`src/rtl/i2c_pkg.sv`:
```
// i2c_pkg: shared state type and bus-level constants for the I2C target.
package i2c_pkg;

  typedef enum logic [2:0] {
    IDLE,
    ADDR,
    ADDR_ACK,
    WR_DATA,
    WR_ACK,
    RD_DATA,
    RD_ACK,
    IGNORE
  } tgt_state_e;

  localparam logic I2C_RW_WRITE = 1'b0;
  localparam logic I2C_RW_READ  = 1'b1;

  localparam logic ACK  = 1'b0;
  localparam logic NACK = 1'b1;

endpackage

```
`src/rtl/i2c_line_filter.sv`:
```
// i2c_line_filter: two-flop synchronizer, stability filter and edge pulses
// for one open-drain bus line. Everything idles high like a released line.
module i2c_line_filter
  import i2c_pkg::*;
#(
  parameter int FILTER_LEN = 3
) (
  input  logic clk,
  input  logic rst,
  input  logic line,
  output logic filtered,
  output logic rise,
  output logic fall
);

  localparam logic [3:0] LAST = 4'(FILTER_LEN - 1);

  logic [1:0] sync_q;
  logic [3:0] cnt_q;
  logic       prev_q;

  // Bring the asynchronous bus line into the clk domain
  always_ff @(posedge clk) begin
    if (rst) sync_q <= 2'b11;
    else     sync_q <= {sync_q[0], line};
  end

  // Only accept a new level once it has held for FILTER_LEN samples
  always_ff @(posedge clk) begin
    if (rst) begin
      filtered <= 1'b1;
      cnt_q    <= '0;
    end else if (sync_q[1] == filtered) begin
      cnt_q <= '0;
    end else if (cnt_q == LAST) begin
      filtered <= sync_q[1];
      cnt_q    <= '0;
    end else begin
      cnt_q <= cnt_q + 4'd1;
    end
  end

  // Delayed copy of the filtered level used to form one-cycle edge pulses
  always_ff @(posedge clk) begin
    if (rst) prev_q <= 1'b1;
    else     prev_q <= filtered;
  end

  assign rise = filtered & ~prev_q;
  assign fall = ~filtered & prev_q;

endmodule

```
`src/rtl/i2c_target.sv`:
```
// i2c_target: 7-bit-address I2C responder. Master writes leave on m_axis,
// master reads are served from s_axis. Define I2C_TARGET_CLK_STRETCH_EN to
// hold SCL low on a full write slot or an empty read source instead of
// NACKing / sending 0xFF.
module i2c_target
  import i2c_pkg::*;
#(
  parameter logic [6:0] TARGET_ADDR = 7'h50,
  parameter int         FILTER_LEN  = 3
) (
  input  logic       clk,
  input  logic       rst,
  input  logic       sda,
  input  logic       scl,
  output logic       sda_o,
  output logic       scl_o,
  output logic [7:0] m_axis_tdata,
  output logic       m_axis_tvalid,
  output logic       m_axis_tuser,
  input  logic       m_axis_tready,
  input  logic [7:0] s_axis_tdata,
  input  logic       s_axis_tvalid,
  output logic       s_axis_tready,
  output logic       busy,
  output logic       overflow,
  output logic       underflow
);

  logic scl_f, scl_rise, scl_fall;
  logic sda_f, sda_rise, sda_fall;
  logic start_det, stop_det;

  tgt_state_e state_q, state_n;
  logic [3:0] bit_cnt_q, bit_cnt_n;
  logic [7:0] shift_q, shift_n, tx_q, tx_n;
  logic       rw_q, rw_n, phase_q, phase_n, stall_q, stall_n;
  logic       sda_q, sda_n, scl_q, scl_n, busy_q, busy_n, first_q, first_n;
  logic [7:0] m_tdata_q, m_tdata_n;
  logic       m_tvalid_q, m_tvalid_n, m_tuser_q, m_tuser_n;
  logic       ovf_q, ovf_n, udf_q, udf_n;
  logic       wr_load, rd_req, rd_go;
  logic [7:0] rd_byte;

  i2c_line_filter #(.FILTER_LEN(FILTER_LEN)) u_scl_filter (
    .clk(clk), .rst(rst), .line(scl),
    .filtered(scl_f), .rise(scl_rise), .fall(scl_fall)
  );

  i2c_line_filter #(.FILTER_LEN(FILTER_LEN)) u_sda_filter (
    .clk(clk), .rst(rst), .line(sda),
    .filtered(sda_f), .rise(sda_rise), .fall(sda_fall)
  );

  assign start_det = sda_fall & scl_f;
  assign stop_det  = sda_rise & scl_f;

  // Register all FSM and datapath state; drive decisions take effect one clk after the SCL edge
  always_ff @(posedge clk) begin
    if (rst) begin
      state_q    <= IDLE;
      bit_cnt_q  <= '0;
      shift_q    <= '0;
      tx_q       <= '1;
      rw_q       <= 1'b0;
      phase_q    <= 1'b0;
      stall_q    <= 1'b0;
      sda_q      <= 1'b1;
      scl_q      <= 1'b1;
      busy_q     <= 1'b0;
      first_q    <= 1'b0;
      m_tdata_q  <= '0;
      m_tvalid_q <= 1'b0;
      m_tuser_q  <= 1'b0;
      ovf_q      <= 1'b0;
      udf_q      <= 1'b0;
    end else begin
      state_q    <= state_n;
      bit_cnt_q  <= bit_cnt_n;
      shift_q    <= shift_n;
      tx_q       <= tx_n;
      rw_q       <= rw_n;
      phase_q    <= phase_n;
      stall_q    <= stall_n;
      sda_q      <= sda_n;
      scl_q      <= scl_n;
      busy_q     <= busy_n;
      first_q    <= first_n;
      m_tdata_q  <= m_tdata_n;
      m_tvalid_q <= m_tvalid_n;
      m_tuser_q  <= m_tuser_n;
      ovf_q      <= ovf_n;
      udf_q      <= udf_n;
    end
  end

  // Next-state logic: START/STOP override everything, otherwise walk the byte/ACK protocol
  always_comb begin
    state_n    = state_q;
    bit_cnt_n  = bit_cnt_q;
    shift_n    = shift_q;
    tx_n       = tx_q;
    rw_n       = rw_q;
    phase_n    = phase_q;
    stall_n    = stall_q;
    sda_n      = sda_q;
    scl_n      = scl_q;
    busy_n     = busy_q;
    first_n    = first_q;
    m_tdata_n  = m_tdata_q;
    m_tvalid_n = m_tvalid_q;
    m_tuser_n  = m_tuser_q;
    ovf_n      = 1'b0;
    udf_n      = 1'b0;
    wr_load    = 1'b0;
    rd_req     = 1'b0;
    rd_go      = 1'b0;
    rd_byte    = 8'hFF;

    if (m_tvalid_q && m_axis_tready) begin
      m_tvalid_n = 1'b0;
      m_tuser_n  = 1'b0;
    end

    if (stop_det) begin
      state_n = IDLE;
      sda_n   = 1'b1;
      scl_n   = 1'b1;
      busy_n  = 1'b0;
      phase_n = 1'b0;
      stall_n = 1'b0;
    end else if (start_det) begin
      state_n   = ADDR;
      bit_cnt_n = '0;
      sda_n     = 1'b1;
      scl_n     = 1'b1;
      phase_n   = 1'b0;
      stall_n   = 1'b0;
    end else begin
      case (state_q)
        ADDR: if (scl_rise) begin
          shift_n = {shift_q[6:0], sda_f};
          if (bit_cnt_q == 4'd7) begin
            bit_cnt_n = '0;
            if (shift_q[6:0] == TARGET_ADDR) begin
              state_n = ADDR_ACK;
              busy_n  = 1'b1;
              first_n = 1'b1;
              rw_n    = sda_f;
              phase_n = 1'b0;
            end else begin
              state_n = IGNORE;
              busy_n  = 1'b0;
            end
          end else begin
            bit_cnt_n = bit_cnt_q + 4'd1;
          end
        end
        ADDR_ACK: begin
          if (stall_q) begin
            rd_req = 1'b1;
          end else if (scl_fall) begin
            if (!phase_q) begin
              sda_n   = ACK;
              phase_n = 1'b1;
            end else if (rw_q == I2C_RW_READ) begin
              rd_req = 1'b1;
            end else begin
              sda_n   = 1'b1;
              phase_n = 1'b0;
              state_n = WR_DATA;
            end
          end
        end
        WR_DATA: if (scl_rise) begin
          shift_n = {shift_q[6:0], sda_f};
          if (bit_cnt_q == 4'd7) begin
            bit_cnt_n = '0;
            phase_n   = 1'b0;
            state_n   = WR_ACK;
          end else begin
            bit_cnt_n = bit_cnt_q + 4'd1;
          end
        end
        WR_ACK: begin
          if (stall_q) begin
            wr_load = ~m_tvalid_q;
          end else if (scl_fall) begin
            if (phase_q) begin
              sda_n   = 1'b1;
              phase_n = 1'b0;
              state_n = WR_DATA;
            end else if (!m_tvalid_q) begin
              wr_load = 1'b1;
            end else begin
`ifdef I2C_TARGET_CLK_STRETCH_EN
              stall_n = 1'b1;
              scl_n   = 1'b0;
`else
              ovf_n   = 1'b1;
              phase_n = 1'b1;
`endif
            end
          end
        end
        RD_DATA: if (scl_fall) begin
          if (bit_cnt_q == 4'd8) begin
            sda_n     = 1'b1;
            bit_cnt_n = '0;
            phase_n   = 1'b0;
            state_n   = RD_ACK;
          end else begin
            sda_n     = tx_q[7];
            tx_n      = {tx_q[6:0], 1'b1};
            bit_cnt_n = bit_cnt_q + 4'd1;
          end
        end
        RD_ACK: begin
          if (stall_q) begin
            rd_req = 1'b1;
          end else if (scl_rise && !phase_q) begin
            if (sda_f == NACK) state_n = IGNORE;
            else               phase_n = 1'b1;
          end else if (scl_fall && phase_q) begin
            rd_req = 1'b1;
          end
        end
        default: ;
      endcase

      if (wr_load) begin
        m_tdata_n  = shift_q;
        m_tvalid_n = 1'b1;
        m_tuser_n  = first_q;
        first_n    = 1'b0;
        sda_n      = ACK;
        phase_n    = 1'b1;
        stall_n    = 1'b0;
        scl_n      = 1'b1;
      end

      if (rd_req) begin
        if (s_axis_tvalid) begin
          rd_byte = s_axis_tdata;
          rd_go   = 1'b1;
        end else begin
`ifdef I2C_TARGET_CLK_STRETCH_EN
          stall_n = 1'b1;
          scl_n   = 1'b0;
`else
          udf_n   = 1'b1;
          rd_go   = 1'b1;
`endif
        end
        if (rd_go) begin
          sda_n     = rd_byte[7];
          tx_n      = {rd_byte[6:0], 1'b1};
          bit_cnt_n = 4'd1;
          phase_n   = 1'b0;
          stall_n   = 1'b0;
          scl_n     = 1'b1;
          state_n   = RD_DATA;
        end
      end
    end
  end

  assign s_axis_tready = rd_req & s_axis_tvalid & ~rst;
  assign sda_o         = sda_q;
`ifdef I2C_TARGET_CLK_STRETCH_EN
  assign scl_o         = scl_q;
`else
  assign scl_o         = 1'b1;
`endif
  assign busy          = busy_q;
  assign m_axis_tdata  = m_tdata_q;
  assign m_axis_tvalid = m_tvalid_q;
  assign m_axis_tuser  = m_tuser_q;
  assign overflow      = ovf_q;
  assign underflow     = udf_q;

endmodule
```
`config.mk`:
```
export PLATFORM = sky130hd
export DESIGN_NAME = i2c_target
export DESIGN_NICKNAME = d
export VERILOG_FILES = /design/src/rtl/i2c_pkg.sv /design/src/rtl/i2c_line_filter.sv /design/src/rtl/i2c_target.sv
export SDC_FILE = /design/constraint.sdc
export NUM_CORES = 1
export LEC_CHECK = 0
export CORE_UTILIZATION = 55
export CTS_CLUSTER_DIAMETER = 150
export CTS_CLUSTER_SIZE = 30
export DETAILED_ROUTE_END_ITERATION = 10
export DONT_BUFFER_PORTS = 1
export PLACE_DENSITY = 0.69
export SLEW_MARGIN = 5
export SYNTH_ARGS = -nofsm -noshare
export SYNTH_HDL_FRONTEND = slang
export SYNTH_SLANG_ARGS = --single-unit
```
`constraint.sdc`:
```
create_clock -name clk -period 3.5 [get_ports clk]
set_input_delay 0.7 -clock clk [delete_from_list [all_inputs] [get_ports clk]]
set_output_delay 0.7 -clock clk [all_outputs]
set_load 0.01 [all_outputs]
```
==> metrics.txt, run 1 <==
# TYPE chip_impl_metric gauge
chip_impl_metric{name="placeableCoreArea",unit="µm²"} 4790
chip_impl_metric{name="drt-vias-per-instance",unit=""} 5.79
chip_impl_metric{name="yosys_warnings",unit=""} 0
chip_impl_metric{name="min_period",unit="ps"} 2680
chip_impl_metric{name="clock_skew",unit="ps"} 4.24
chip_impl_metric{name="avgSynthCellArea",unit="µm²"} 8.75
chip_impl_metric{name="tritoncts.num_buffers",unit=""} 5
chip_impl_metric{name="fmax",unit="GHz"} 0.373
chip_impl_metric{name="synth_xor_area_share",unit="%"} 2.21
chip_impl_metric{name="flow.area_growth_from_synthesis",unit="%"} 3.88
chip_impl_info{name="most-common-layout-cells",value="55 x dfxtp_1, 41 x nor2_1, 22 x mux2i_1, 19 x o21ai_0, 18 x nand2_1"} 1
chip_impl_metric{name="ys_ff_latch",unit=""} 55
chip_impl_info{name="run_status",value="finished clean"} 1
chip_impl_metric{name="synthMuxAreaShare",unit="%"} 7.94
chip_impl_metric{name="drive_above_1_share",unit="%"} 7.77
chip_impl_metric{name="grt_antenna_before_repair",unit=""} 0
chip_impl_metric{name="drt_wl_total",unit="µm"} 5670
chip_impl_metric{name="clk-insertion-delay-late",unit="ps"} 310
chip_impl_info{name="cts_tree",value="yes"} 1
chip_impl_metric{name="initial_utilization",unit="%"} 57.9
chip_impl_metric{name="design.final.nets",unit=""} 328
chip_impl_info{name="class_of_the_tightest_hold_or_removal_check",value="register to register"} 1
chip_impl_metric{name="grt_first_pass_wirelength",unit="µm"} 9470
chip_impl_metric{name="period_share",unit="%"} 76.6
chip_impl_metric{name="syn-num-nets",unit=""} 337
chip_impl_metric{name="initialDrtViolationCount",unit=""} 227
chip_impl_metric{name="die_area",unit="µm²"} 5330
chip_impl_metric{name="cts.reportedPaths.clkPinSlew",unit="ps"} 100
chip_impl_info{name="cp-start-kind",value="register"} 1
chip_impl_metric{name="synthCells",unit=""} 317
chip_impl_metric{name="fillerInstances",unit=""} 414
chip_impl_info{name="critical_path.cell_chain",value="xor2_1 -> and2_0 -> nor2_1 -> and3_1"} 1
chip_impl_metric{name="clock_sinks",unit=""} 55
chip_impl_metric{name="worstMarginPinSlew",unit="ps"} 665
chip_impl_metric{name="max_cap_violations",unit=""} 0
chip_impl_metric{name="rows",unit=""} 25
chip_impl_metric{name="syn-cell-area",unit="µm²"} 2770
chip_impl_metric{name="holdBufCountCts",unit=""} 0
chip_impl_metric{name="synth.yosys.seq_area_share",unit="%"} 39.7
chip_impl_metric{name="finalMaxSlewViolations",unit=""} 0
chip_impl_metric{name="finalHoldViolations",unit=""} 0
chip_impl_metric{name="cts_max_path_buffers",unit=""} 2
chip_impl_metric{name="first_global_vias",unit=""} 1985
chip_impl_metric{name="place.detailed.hpwl",unit="µm"} 3910
chip_impl_metric{name="port_buffers",unit=""} 0
chip_impl_metric{name="post_cts.repair.setup_buffers",unit=""} 0
chip_impl_metric{name="ir_worst_vdd",unit="mV"} 0.276
chip_impl_metric{name="boundaryPins",unit=""} 30
chip_impl_info{name="dominantRegCellSynth",value="dfxtp_1"} 1
chip_impl_metric{name="worst_path_largest_cell_delay",unit="ps"} 590
chip_impl_info{name="critPathTopFamily",value="simple AND/OR/NAND/NOR gates"} 1
chip_impl_metric{name="grt.total_usage",unit="%"} 22.8
chip_impl_info{name="cp-end-kind",value="primary output"} 1
chip_impl_metric{name="pin_count_of_the_biggest_net_entering_global_routing",unit=""} 36
chip_impl_metric{name="chipHeight",unit="µm"} 73
chip_impl_metric{name="synth_top_area_share",unit="%"} 39.7
chip_impl_metric{name="ys_types",unit=""} 61
chip_impl_metric{name="gr-total-overflow",unit=""} 0
chip_impl_metric{name="route.antenna.remaining_nets",unit=""} 0
chip_impl_info{name="netlist_top_cells_area",value="dfxtp_1 40%, mux2i_1 7.9%, nor2_1 5.6%"} 1
chip_impl_metric{name="antenna_cells_inserted",unit=""} 0
chip_impl_metric{name="fp.dieW",unit="µm"} 73
chip_impl_info{name="critical_path_class",value="register to primary output"} 1
chip_impl_metric{name="cts_htree_levels",unit=""} 2
chip_impl_metric{name="p_leak",unit="nW"} 1.05
chip_impl_metric{name="hold_slack",unit="ps"} 418
chip_impl_metric{name="critical_path_required",unit="ps"} 2800
chip_impl_metric{name="p_total",unit="W"} 0.000999
chip_impl_info{name="synth_area_leader_cell",value="dfxtp_1"} 1
chip_impl_metric{name="setup_viols_final",unit=""} 0
chip_impl_info{name="layout.cells.most_common",value="dfxtp_1"} 1
chip_impl_metric{name="worst-endpoint-arrival",unit="ps"} 1980
chip_impl_metric{name="crit_path_max_fanout",unit=""} 12
chip_impl_info{name="grt_setup_unrepaired",value="no"} 1
chip_impl_metric{name="critPathBufInv",unit=""} 0
chip_impl_metric{name="routabilityCongestion",unit=""} 0.935
chip_impl_metric{name="async_flop_share",unit="%"} 0
chip_impl_metric{name="synth_simple_gate_area_share",unit="%"} 25.3
chip_impl_metric{name="drc_errors",unit=""} 0
chip_impl_metric{name="synth-edff-count",unit=""} 0
chip_impl_info{name="cp_slowest_cell",value="dfxtp_1"} 1
chip_impl_metric{name="post_synthesis_compound_gate_area_fraction",unit="%"} 17.0
chip_impl_metric{name="detail_route.first_pass.iterations",unit=""} 4
chip_impl_metric{name="vias",unit=""} 2177
chip_impl_metric{name="setup-tns-final",unit="ps"} 0
chip_impl_info{name="cts.root.buffer_cell",value="clkbuf_8"} 1
chip_impl_metric{name="cts.repair.resized",unit=""} 0
chip_impl_metric{name="synthAdderAreaFrac",unit="%"} 2.71
chip_impl_metric{name="power_per_cell_area",unit="nW/µm²"} 347
chip_impl_metric{name="slew_headroom",unit="%"} 55.3
chip_impl_info{name="combinational_family_with_the_most_area_after_synthesis",value="simple AND/OR/NAND/NOR gates"} 1
chip_impl_metric{name="average_wire_per_standard_cell",unit="µm"} 15.1
[logic make-up (layout without fill, tap and decap cells)]
group,Yosys count,count (layout)
compound gates,69,69
xor+xnor,7,7
fa+ha+maj,6,6
buf+inv,32,24
flops,55,55
mux,22,22
other cells,1,1
simple gates,125,125
[layer usage]
layer | wire [µm] | GRT usage [%]
met5 | 0 | 0
met4 | 119 | 8.50
met3 | 288 | 4.01
met2 | 2450 | 34.9
met1 | 2810 | 32.1
[path summary, 6_finish.rpt]
check / start / slack, ps / to / cells past startpoint
max reg2reg: state_q[2] / 1180 / bit_cnt_q[3] / 5
min: u_scl_filter.sync_q[0] / 420 / u_scl_filter.sync_q[1] / 1
min reg2reg: u_scl_filter.sync_q[0] / 420 / u_scl_filter.sync_q[1] / 1
max: u_sda_filter.filtered / 820 / s_axis_tready / 4
[cell usage after synthesis, drive strengths merged (3+ instances only)]
| cell type | number |
|---|---|
| o41ai | 4 |
| nand3 | 7 |
| and3 | 3 |
| o21ai | 22 |
| mux2i | 22 |
| buf | 9 |
| xor2 | 3 |
| a21oi | 12 |
| clkbuf | 10 |
| or2 | 7 |
| or3 | 4 |
| dfxtp | 55 |
| o211ai | 7 |
| nor2b | 4 |
| nor3b | 5 |
| ha | 6 |
| nor2 | 41 |
| inv | 13 |
| a211oi | 3 |
| o31ai | 4 |
| nand2 | 18 |
| xnor2 | 4 |
| nor3 | 5 |
| nand3b | 13 |
| nand2b | 4 |
[final cells by class]
type / instances / area, µm² / share of cell area (%)
Clock buffer: 5 / 68.8 / 2.39
Multi-Input combinational cell: 230 / 1530 / 53.2
Tap cell: 67 / 83.8 / 2.91
Inverter: 13 / 48.8 / 1.69
Clock inverter: 3 / 23.8 / 0.825
Timing Repair Buffer: 3 / 22.5 / 0.782
Sequential cell: 55 / 1100 / 38.2
[metrics by stage]
step | utilization, % | instances | setup slack, ps | cell area (µm²)
after CTS | 60.2 | 376 | 814 | 2880
after global routing | 60.2 | 376 | 671 | 2880
after floorplan | - | 317 | 1500 | 2770
after global placement | 58.2 | 368 | 1220 | 2790
after detailed placement | 58.2 | 368 | 1170 | 2790
final | 60.2 | 376 | 821 | 2880
[where the power goes]
group | switching [W] | leakage [nW] | internal (W) | total (W)
clock network | 0.000211 | 0.0461 | 0.000145 | 0.000356
registers | 0.00000150 | 0.444 | 0.000628 | 0.000630
logic | 0.00000792 | 0.564 | 0.00000561 | 0.0000135
[state kept, by name, indices dropped and copies added (netlist names), 2 cells and up]
| name | cells |
|---|---|
| bit_cnt_q | 4 |
| m_axis_tdata | 8 |
| shift_q | 8 |
| state_q | 3 |
| tx_q | 7 |
| u_scl_filter.cnt_q | 4 |
| u_scl_filter.sync_q | 2 |
| u_sda_filter.cnt_q | 4 |
| u_sda_filter.sync_q | 2 |
(Power assumes the default switching activity.)
==> inputs of run 2 (changes only) <==
Settings changed: ABC_AREA from default to 1.
Clock period 3.5 ns to 2.59 ns, I/O delays scaled along.
==> metrics.txt, run 2 <==
# TYPE chip_impl_metric gauge
chip_impl_metric{name="initial_utilization",unit="%"} 57.0
chip_impl_metric{name="drt_wl_total",unit="µm"} 5470
chip_impl_metric{name="boundaryPins",unit=""} 30
chip_impl_info{name="cp_slowest_cell",value="dfxtp_1"} 1
chip_impl_metric{name="ir_worst_vdd",unit="mV"} 0.463
chip_impl_metric{name="drive_above_1_share",unit="%"} 12.6
chip_impl_metric{name="grt_first_pass_wirelength",unit="µm"} 9380
chip_impl_metric{name="flow.area_growth_from_synthesis",unit="%"} 5.16
chip_impl_metric{name="clk-insertion-delay-late",unit="ps"} 300
chip_impl_metric{name="dp_cells",unit=""} 432
chip_impl_info{name="most-common-layout-cells",value="71 x nand2_1, 61 x nor2_1, 55 x dfxtp_1, 34 x o21ai_0, 28 x nand3_1"} 1
chip_impl_info{name="dominantRegCellSynth",value="dfxtp_1"} 1
chip_impl_metric{name="cts_max_path_buffers",unit=""} 2
chip_impl_metric{name="multi_input_comb_area",unit="µm²"} 1390
chip_impl_metric{name="placeableCoreArea",unit="µm²"} 4720
chip_impl_metric{name="p_leak",unit="nW"} 1.20
chip_impl_metric{name="worst_path_largest_cell_delay",unit="ps"} 430
chip_impl_metric{name="yosys_warnings",unit=""} 0
chip_impl_metric{name="average_wire_per_standard_cell",unit="µm"} 12.4
chip_impl_info{name="synth_area_leader_cell",value="dfxtp_1"} 1
chip_impl_metric{name="min_period",unit="ps"} 2100
chip_impl_metric{name="die_area",unit="µm²"} 5170
chip_impl_metric{name="setup-tns-final",unit="ps"} 0
chip_impl_metric{name="worst-endpoint-arrival",unit="ps"} 1580
chip_impl_metric{name="critical_path_required",unit="ps"} 2070
chip_impl_info{name="synth.top_cells.by_count",value="71 x nand2_1, 61 x nor2_1, 55 x dfxtp_1, 34 x o21ai_0, 28 x nand3_1"} 1
chip_impl_metric{name="port_buffers",unit=""} 0
chip_impl_metric{name="synth.yosys.seq_area_share",unit="%"} 40.9
chip_impl_metric{name="fraction_of_power_spent_switching_nets",unit="%"} 29.7
chip_impl_metric{name="cts.repair.resized",unit=""} 0
chip_impl_info{name="cts_tree",value="yes"} 1
chip_impl_info{name="layout.cells.most_common",value="nand2_1"} 1
chip_impl_metric{name="comb_power_share",unit="%"} 18.8
chip_impl_metric{name="holdBufCountCts",unit=""} 0
chip_impl_metric{name="fillerInstances",unit=""} 448
chip_impl_metric{name="setup_viols_final",unit=""} 0
chip_impl_metric{name="crit_path_max_fanout",unit=""} 12
chip_impl_info{name="netlist_top_cells_area",value="dfxtp_1 41%, nand2_1 9.9%, nor2_1 8.5%"} 1
chip_impl_metric{name="period_share",unit="%"} 81.0
chip_impl_info{name="class_of_the_tightest_hold_or_removal_check",value="input port to register"} 1
chip_impl_metric{name="initialDrtViolationCount",unit=""} 105
chip_impl_metric{name="routabilityCongestion",unit=""} 0.923
chip_impl_metric{name="vias",unit=""} 2321
chip_impl_metric{name="route.antenna.remaining_nets",unit=""} 0
chip_impl_metric{name="syn-cell-area",unit="µm²"} 2690
chip_impl_metric{name="groute.layer.met2.usage",unit="%"} 37.2
chip_impl_metric{name="max_cap_violations",unit=""} 0
chip_impl_info{name="grt.busiest_layer",value="met2"} 1
chip_impl_info{name="critical_path.cell_chain",value="nor2_8 -> nand2_4 -> nor2_4 -> inv_2 -> nor3_1"} 1
chip_impl_metric{name="ys_ff_latch",unit=""} 55
chip_impl_metric{name="first_global_vias",unit=""} 2118
chip_impl_metric{name="finalMaxSlewViolations",unit=""} 0
chip_impl_metric{name="switching_power",unit="W"} 0.000548
chip_impl_metric{name="synth-edff-count",unit=""} 0
chip_impl_metric{name="finalHoldViolations",unit=""} 0
chip_impl_metric{name="cts.reportedPaths.clkPinSlew",unit="ps"} 100
chip_impl_metric{name="seqPwrFrac",unit="%"} 50.2
chip_impl_metric{name="internal-power",unit="W"} 0.00129
chip_impl_metric{name="fmax",unit="GHz"} 0.477
chip_impl_metric{name="async_flop_share",unit="%"} 0
chip_impl_metric{name="tritoncts.num_buffers",unit=""} 5
chip_impl_metric{name="power_per_cell_area",unit="nW/µm²"} 651
chip_impl_metric{name="clock_skew",unit="ps"} 3.95
chip_impl_metric{name="detail_route.first_pass.iterations",unit=""} 4
chip_impl_metric{name="gr-total-overflow",unit=""} 0
chip_impl_metric{name="drc_errors",unit=""} 0
chip_impl_metric{name="ys_types",unit=""} 35
chip_impl_metric{name="design.final.nets",unit=""} 392
chip_impl_metric{name="grt.met3_usage",unit="%"} 5.14
chip_impl_metric{name="synthCells",unit=""} 373
chip_impl_metric{name="rows",unit=""} 25
chip_impl_metric{name="grt.total_usage",unit="%"} 23.0
chip_impl_metric{name="clock_sinks",unit=""} 55
chip_impl_info{name="synthMostInstantiatedCell",value="nand2_1"} 1
chip_impl_info{name="cp-start-kind",value="register"} 1
chip_impl_metric{name="synth_top_area_share",unit="%"} 40.9
chip_impl_metric{name="fp.dieW",unit="µm"} 71.9
chip_impl_metric{name="critPathBufInv",unit=""} 1
chip_impl_metric{name="drt-vias-per-instance",unit=""} 5.28
chip_impl_info{name="critical_path_class",value="register to primary output"} 1
chip_impl_metric{name="grt_antenna_before_repair",unit=""} 0
chip_impl_info{name="cts.root.buffer_cell",value="clkbuf_8"} 1
chip_impl_metric{name="finalNonFillerCells",unit=""} 440
chip_impl_info{name="critPathTopFamily",value="simple AND/OR/NAND/NOR gates"} 1
chip_impl_metric{name="syn-num-nets",unit=""} 393
chip_impl_info{name="grt_setup_unrepaired",value="no"} 1
chip_impl_metric{name="p_total",unit="W"} 0.00184
chip_impl_metric{name="seqCellArea",unit="µm²"} 1100
chip_impl_metric{name="post_cts.repair.setup_buffers",unit=""} 0
chip_impl_metric{name="chipHeight",unit="µm"} 71.9
chip_impl_metric{name="cts_htree_levels",unit=""} 2
chip_impl_metric{name="avgSynthCellArea",unit="µm²"} 7.21
chip_impl_info{name="cp-end-kind",value="primary output"} 1
chip_impl_metric{name="antenna_cells_inserted",unit=""} 0
chip_impl_metric{name="share_clk_of_total_power",unit="%"} 31.0
chip_impl_metric{name="pin_count_of_the_biggest_net_entering_global_routing",unit=""} 24
chip_impl_metric{name="gr-usage-met1",unit="%"} 30.4
chip_impl_info{name="run_status",value="finished clean"} 1
chip_impl_metric{name="place.detailed.hpwl",unit="µm"} 4100
## run 2: cell count changes in the layout (fill, tap and decap cells not counted), moves of 7 or more
cell	delta
nand3_1	+21
nor2_1	+20
nand3b_1	-11
inv_2	+9
inv_1	+11
nor2_2	+9
o211ai_1	-7
mux2i_1	-22
nand2_1	+53
o21ai_0	+15
## run 2: cell families (layout without fill, tap and decap cells)
kind of cell,count (synthesis),in the layout,share of synthesized area (%)
and+or+nand+nor,198,198,34.2
AOI/OAI and AO/OA,65,65,13.1
DFF,55,55,40.9
buffers and inverters,43,43,7.26
adders and majority gates,6,6,2.79
xor gates and xnor gates,5,5,1.63
other,1,1,0.139
## run 2: path summary, 6_finish.rpt
check | from | end | slack, ps | cells past startpoint
setup / recovery | u_scl_filter.filtered | s_axis_tready | 490 | 5
hold / removal | rst | bit_cnt_q[0] | 260 | 1
setup reg to reg | bit_cnt_q[0] | first_q | 880 | 9
hold reg to reg | u_scl_filter.sync_q[0] | u_scl_filter.sync_q[1] | 420 | 1
## run 2: cell type report
cell class,instances,share of cell area [%]
repair buffers,2,0.531
inverters,33,4.38
clock buffers,6,2.57
multi-input cells,275,49.3
well taps,67,2.96
flip-flops and latches,55,38.9
clock inverters,2,1.37
## run 2: per-layer routing
metal | up-vias | part of all wire, %
met5 | - | 0
met1 | 1053 | 49
met3 | 10 | 3.3
met2 | 46 | 46
met4 | 0 | 1.6
li1 | 1212 | -
## run 2: metrics by stage
| step | area [µm²] | worst slack, ps | hold slack (ps) | util, % |
|---|---|---|---|---|
| after global routing | 2830 | 381 | 244 | 59.9 |
| final | 2830 | 493 | 262 | 59.9 |
| after global placement | 2720 | 841 | 393 | 57.5 |
| after floorplan | 2690 | 833 | 389 | - |
| after CTS | 2830 | 475 | 253 | 59.9 |
| after detailed placement | 2720 | 821 | 395 | 57.5 |
## run 2: power by group through the flow
| stage | logic [W] | registers (W) | clock network, W |
|---|---|---|---|
| 3_3_place_gp | 0.000340 | 0.000943 | 0 |
| 4_1_cts | 0.000344 | 0.000925 | 0.000586 |
| 5_1_grt | 0.000400 | 0.000931 | 0.000623 |
| 3_5_place_dp | 0.000344 | 0.000944 | 0 |
| 6_report | 0.000347 | 0.000925 | 0.000571 |
| 2_1_floorplan | 0.000314 | 0.000918 | 0 |
